$ cat src/rtl/stopwatch_ctrl.sv
// Stopwatch front end: key synchronise/debounce, start/pause/lap/clear FSM,
// and the centisecond tick prescaler feeding the counter/display block.
module stopwatch_ctrl #(
  parameter int CLK_HZ      = 50_000_000,
  parameter int TICK_HZ     = 100,
  parameter int DEBOUNCE_MS = 10
) (
  input  logic       CLOCK_50,
  input  logic       reset_n,
  input  logic       key_start_n,
  input  logic       key_clear_n,
  input  logic       key_lap_n,
  output logic       tick,
  output logic       run,
  output logic       hold,
  output logic       clear,
  output logic [1:0] state
);

  localparam int DIV       = CLK_HZ / TICK_HZ;
  localparam int DB_CYCLES = (CLK_HZ / 1000) * DEBOUNCE_MS;
  localparam int PRE_W     = (DIV > 1) ? $clog2(DIV) : 1;
  localparam int DB_W      = (DB_CYCLES > 1) ? $clog2(DB_CYCLES) : 1;

  localparam logic [PRE_W-1:0] PRE_LAST = PRE_W'(DIV - 1);
  localparam logic [DB_W-1:0]  DB_LAST  = DB_W'(DB_CYCLES - 1);

  localparam int K_CLEAR = 0;
  localparam int K_START = 1;
  localparam int K_LAP   = 2;

  typedef enum logic [1:0] {
    IDLE  = 2'b00,
    RUN   = 2'b01,
    PAUSE = 2'b10,
    LAP   = 2'b11
  } state_t;

  state_t           state_reg;
  logic             run_reg;
  logic             hold_reg;
  logic             clear_reg;
  logic             tick_reg;
  logic [PRE_W-1:0] pre_cnt_reg;

  logic [2:0] key_raw_n;
  logic [2:0] press;

  assign key_raw_n = {key_lap_n, key_start_n, key_clear_n};

  // Per key: two-flop synchroniser, then a counter that must see DB_CYCLES
  // consecutive disagreeing cycles before the stable level is allowed to flip.
  genvar gi;
  generate
    for (gi = 0; gi < 3; gi++) begin : g_key
      logic            sync1_reg;
      logic            sync2_reg;
      logic            stable_reg;
      logic            press_reg;
      logic [DB_W-1:0] db_cnt_reg;

      always_ff @(posedge CLOCK_50 or negedge reset_n) begin
        if (!reset_n) begin
          sync1_reg  <= 1'b1;
          sync2_reg  <= 1'b1;
          stable_reg <= 1'b1;
          press_reg  <= 1'b0;
          db_cnt_reg <= '0;
        end else begin
          sync1_reg <= key_raw_n[gi];
          sync2_reg <= sync1_reg;
          press_reg <= 1'b0;
          if (sync2_reg != stable_reg) begin
            if (db_cnt_reg == DB_LAST) begin
              stable_reg <= sync2_reg;
              db_cnt_reg <= '0;
              press_reg  <= ~sync2_reg;
            end else begin
              db_cnt_reg <= db_cnt_reg + DB_W'(1);
            end
          end else begin
            db_cnt_reg <= '0;
          end
        end
      end

      assign press[gi] = press_reg;
    end
  endgenerate

  // Each state tests only the events it accepts, in clear > start > lap order,
  // so an invalid higher-priority event never masks a valid lower one.
  always_ff @(posedge CLOCK_50 or negedge reset_n) begin
    if (!reset_n) begin
      state_reg <= IDLE;
      run_reg   <= 1'b0;
      hold_reg  <= 1'b0;
      clear_reg <= 1'b0;
    end else begin
      clear_reg <= 1'b0;
      case (state_reg)
        IDLE: begin
          if (press[K_CLEAR]) begin
            clear_reg <= 1'b1;
          end else if (press[K_START]) begin
            state_reg <= RUN;
            run_reg   <= 1'b1;
            hold_reg  <= 1'b0;
          end
        end
        RUN: begin
          if (press[K_START]) begin
            state_reg <= PAUSE;
            run_reg   <= 1'b0;
            hold_reg  <= 1'b0;
          end else if (press[K_LAP]) begin
            state_reg <= LAP;
            run_reg   <= 1'b1;
            hold_reg  <= 1'b1;
          end
        end
        PAUSE: begin
          if (press[K_CLEAR]) begin
            state_reg <= IDLE;
            run_reg   <= 1'b0;
            hold_reg  <= 1'b0;
            clear_reg <= 1'b1;
          end else if (press[K_START]) begin
            state_reg <= RUN;
            run_reg   <= 1'b1;
            hold_reg  <= 1'b0;
          end
        end
        LAP: begin
          if (press[K_START]) begin
            state_reg <= PAUSE;
            run_reg   <= 1'b0;
            hold_reg  <= 1'b0;
          end else if (press[K_LAP]) begin
            state_reg <= RUN;
            run_reg   <= 1'b1;
            hold_reg  <= 1'b0;
          end
        end
        default: begin
          state_reg <= IDLE;
          run_reg   <= 1'b0;
          hold_reg  <= 1'b0;
        end
      endcase
    end
  end

  // Prescaler keeps its phase through PAUSE; only IDLE zeroes it.
  always_ff @(posedge CLOCK_50 or negedge reset_n) begin
    if (!reset_n) begin
      pre_cnt_reg <= '0;
      tick_reg    <= 1'b0;
    end else begin
      tick_reg <= 1'b0;
      if (state_reg == IDLE) begin
        pre_cnt_reg <= '0;
      end else if (run_reg) begin
        if (pre_cnt_reg == PRE_LAST) begin
          pre_cnt_reg <= '0;
          tick_reg    <= 1'b1;
        end else begin
          pre_cnt_reg <= pre_cnt_reg + PRE_W'(1);
        end
      end
    end
  end

  assign tick  = tick_reg;
  assign run   = run_reg;
  assign hold  = hold_reg;
  assign clear = clear_reg;
  assign state = state_reg;

endmodule

$ cat config.mk
export PLATFORM = sky130hd
export DESIGN_NAME = stopwatch_ctrl
export DESIGN_NICKNAME = d
export VERILOG_FILES = /design/src/rtl/stopwatch_ctrl.sv
export SDC_FILE = /design/constraint.sdc
export NUM_CORES = 1
export LEC_CHECK = 0
export CORE_MARGIN = 2
export CORE_UTILIZATION = 35
export CTS_CLUSTER_SIZE = 14
export DETAILED_ROUTE_END_ITERATION = 10
export PLACE_DENSITY = 0.47
export SETUP_SLACK_MARGIN = 0.4
export SLEW_MARGIN = 20
export SYNTH_ARGS = -nofsm -noshare
export SYNTH_HDL_FRONTEND = slang
export SYNTH_SLANG_ARGS = --single-unit
$ cat constraint.sdc
create_clock -name CLOCK_50 -period 4.1 [get_ports CLOCK_50]
set_clock_uncertainty 0.2 [all_clocks]
set_input_delay 0.41 -clock CLOCK_50 [delete_from_list [all_inputs] [get_ports CLOCK_50]]
set_output_delay 0.41 -clock CLOCK_50 [all_outputs]
set_load 0.05 [all_outputs]
==> results_dict.tcl <==
set metrics [dict create \
    dieArea_sq_mm 0.0137 \
    timing.rr.start "g_key[0].db_cnt_reg[11]$_DFF_PN0_" \
    netlist.area_leader.share_pct 47.6 \
    cts_resized 0 \
    drv_slew 0 \
    dieWidth_microns 117 \
    nNetsFinal 456 \
    synth_warnings 0 \
    viasPerCell 4.74 \
    clkSlewWorstSetupHoldPaths_ps 70 \
    largest_register_ffs 57 \
    die_h_microns 117 \
    grt_overflow 0 \
    cts_max_path_buffers 2 \
    cts_buffers 9 \
    dpl.hpwl_mm 5.23 \
    cts.sinks 94 \
    grt_max_degree 77 \
    clock_latency_ps 350 \
    clockRootBuffer "clkbuf_16" \
    yosys.cell_count.top_type "nor2_1" \
    setup_viol 0 \
    yosysSeqAreaShare_pct 52.9 \
    yosys_most_used_dff "dfrtp_1" \
    synth.net_count 443 \
    worstReg2RegEnd "g_key[0].db_cnt_reg[7]$_DFF_PN0_" \
    worstPathArrival_ps 1830 \
    diodes 0 \
    drv_cap 0 \
    cts_setup_buffers 0 \
    drc 0 \
    synth_cells 434 \
    start_util_pct 35.7 \
    yosysUniqueCellTypes 43 \
    synth_edf_count 0 \
    cellLeakagePower_nw 2.07 \
    async_reset_ff_share_pct 100 \
    grt_usage_pct 13.4 \
    worst_pin_slew_ps 971 \
    pwr_density_cell_mw_per_mm2 376 \
    status "completed" \
    fin_tns_setup_ps 0 \
    drtIter0Drc 146 \
    grt_pass1_wl_mm 14.1 \
    core_sq_mm 0.0125 \
    rsz0062_at_grt "no" \
    slowest_stage "clkdlybuf4s50_1" \
    avgSynthCellArea_sq_um 10.3 \
    antenna_found_initial 0 \
    gp_congestion 0.760 \
    num_io_pins 11 \
    critical-path-top-delay-family "buffers and inverters" \
    cts_tree "yes" \
    route.vias.total 2960 \
    syn_area_sq_mm 0.00447 \
    crit_buf_inv 1 \
    cp-end-kind "primary output" \
    hold_ws_ps 12.4 \
    worst-path-max-fanout 13 \
    yosys-top-cells-area "dfrtp_1 48%, xor2_1 8.8%, nor2_1 7.6%" \
    syn_to_final_growth_pct 12.0 \
    rr_worst_depth 5 \
    layout-drive-gt1-share_pct 9.96 \
    hp-class "in -> async" \
    post-route-period-util_pct 59.4 \
    rrSetupSlack_ps 1980 \
    crit_path_start_kind "flop" \
    fp-row-count 41 \
    dr.pass1.iters 4 \
    fin_crit_ps 2440 \
    hold_viol_final 0 \
    wl_per_cell_microns 12.9 \
    postRouteAntennaNets 0 \
    slowest_delay_ps 890 \
    h-tree-depth 3 \
    fillers 1258 \
    hold_buffers 0 \
    wl_mm 8.07 \
    max_slew_margin_pct 35.3 \
    grt_pass1_vias 2893 \
    vdd.ir_drop.worst_uv 225 \
    path_cells "clkdlybuf4s50_1" \
    port_buffers 10 \
    synthTopCellsByCount "91 x nor2_1, 85 x dfrtp_1, 45 x xor2_1" \
    fmax_ghz 0.411 \
    critPathKind "reg -> out" \
    yosysTopAreaCell "dfrtp_1" \
    synth-seq-cells 94 \
    required_ps 3490 \
]
-- per-layer routing --
metal	wire, microns	vias to the layer above	track usage, %
met5	0	-	0
li1	-	1480	-
met1	4110	1443	18.3
met3	297	8	5.30
met2	3570	29	19.5
met4	94	0	4.71
-- worst max-delay path by stage --
stage                                      startpoint                                end  slack (ps)  cells after the start
finish                           state[0]$_DFFE_PN0P_                           state[0]        1660                      1
global route                     state[0]$_DFFE_PN0P_                           state[0]        1580                      1
CTS                              state[0]$_DFFE_PN0P_                           state[0]        1630                      1
detailed placement  g_key[0].db_cnt_reg[11]$_DFF_PN0_  g_key[0].db_cnt_reg[11]$_DFF_PN0_        1910                      5
global placement    g_key[0].db_cnt_reg[11]$_DFF_PN0_   g_key[0].db_cnt_reg[2]$_DFF_PN0_        1920                      5
floorplan                             run$_DFFE_PN0P_        pre_cnt_reg[18]$_DFFE_PN0P_        2170                      6
-- power by group --
part	switching [mW]	leakage, nW	internal, mW	total [mW]
combinational	0.0337	0.646	0.0126	0.0462
sequential	0.00887	1.27	0.940	0.949
clock	0.349	0.151	0.535	0.884
-- cell type report --
class | instances | area, sq um | area share (%)
flip-flops and latches | 94 | 2360 | 47.2
multi-input cells | 323 | 1980 | 39.5
clock buffers | 12 | 236 | 4.73
well taps | 172 | 215 | 4.30
repair buffers | 11 | 105 | 2.10
clock inverters | 4 | 73.8 | 1.48
inverters | 8 | 30.0 | 0.600
-- stage by stage --
| step | instances | area [sq um] | power, mW | util, % | setup slack, ps |
|---|---|---|---|---|---|
| detailed placement | 608 | 4690 | 1.02 | 37.5 | 1910 |
| CTS | 624 | 5000 | 1.92 | 40.0 | 1630 |
| floorplan | 434 | 4470 | 0.992 | - | 2170 |
| global placement | 608 | 4690 | 1.01 | 37.5 | 1920 |
| finish | 624 | 5000 | 1.88 | 40.0 | 1660 |
| global route | 624 | 5000 | 1.97 | 40.0 | 1580 |
-- kinds of logic (layout without fill, tap and decap cells) --
logic type / Yosys count / count (layout) / share of synthesized area [%]
AND/OR/NAND/NOR: 228 / 228 / 25.9
flip-flops: 94 / 94 / 52.9
XOR/XNOR: 69 / 69 / 13.5
buffers and inverters: 17 / 35 / 2.80
AO/OA/AOI/OAI: 16 / 16 / 2.24
multiplexers: 6 / 6 / 1.48
adder cells (fa/ha/maj): 4 / 4 / 1.12
-- cell usage in the layout (no fill, tap or decap), types with 7 or more instances in the layout --
master | synthesis | layout
nand4_1 | 18 | 18
clkbuf_16 | 0 | 9
inv_1 | 8 | 8
nand3_1 | 35 | 35
dfrtp_1 | 85 | 85
xnor2_1 | 24 | 24
xor2_1 | 45 | 45
and3_1 | 12 | 12
clkdlybuf4s50_1 | 0 | 9
nor3_2 | 7 | 7
dfstp_2 | 9 | 9
nor2_1 | 91 | 91
nand2_1 | 32 | 32
No activity file was read; power rests on OpenSTA's default activity.
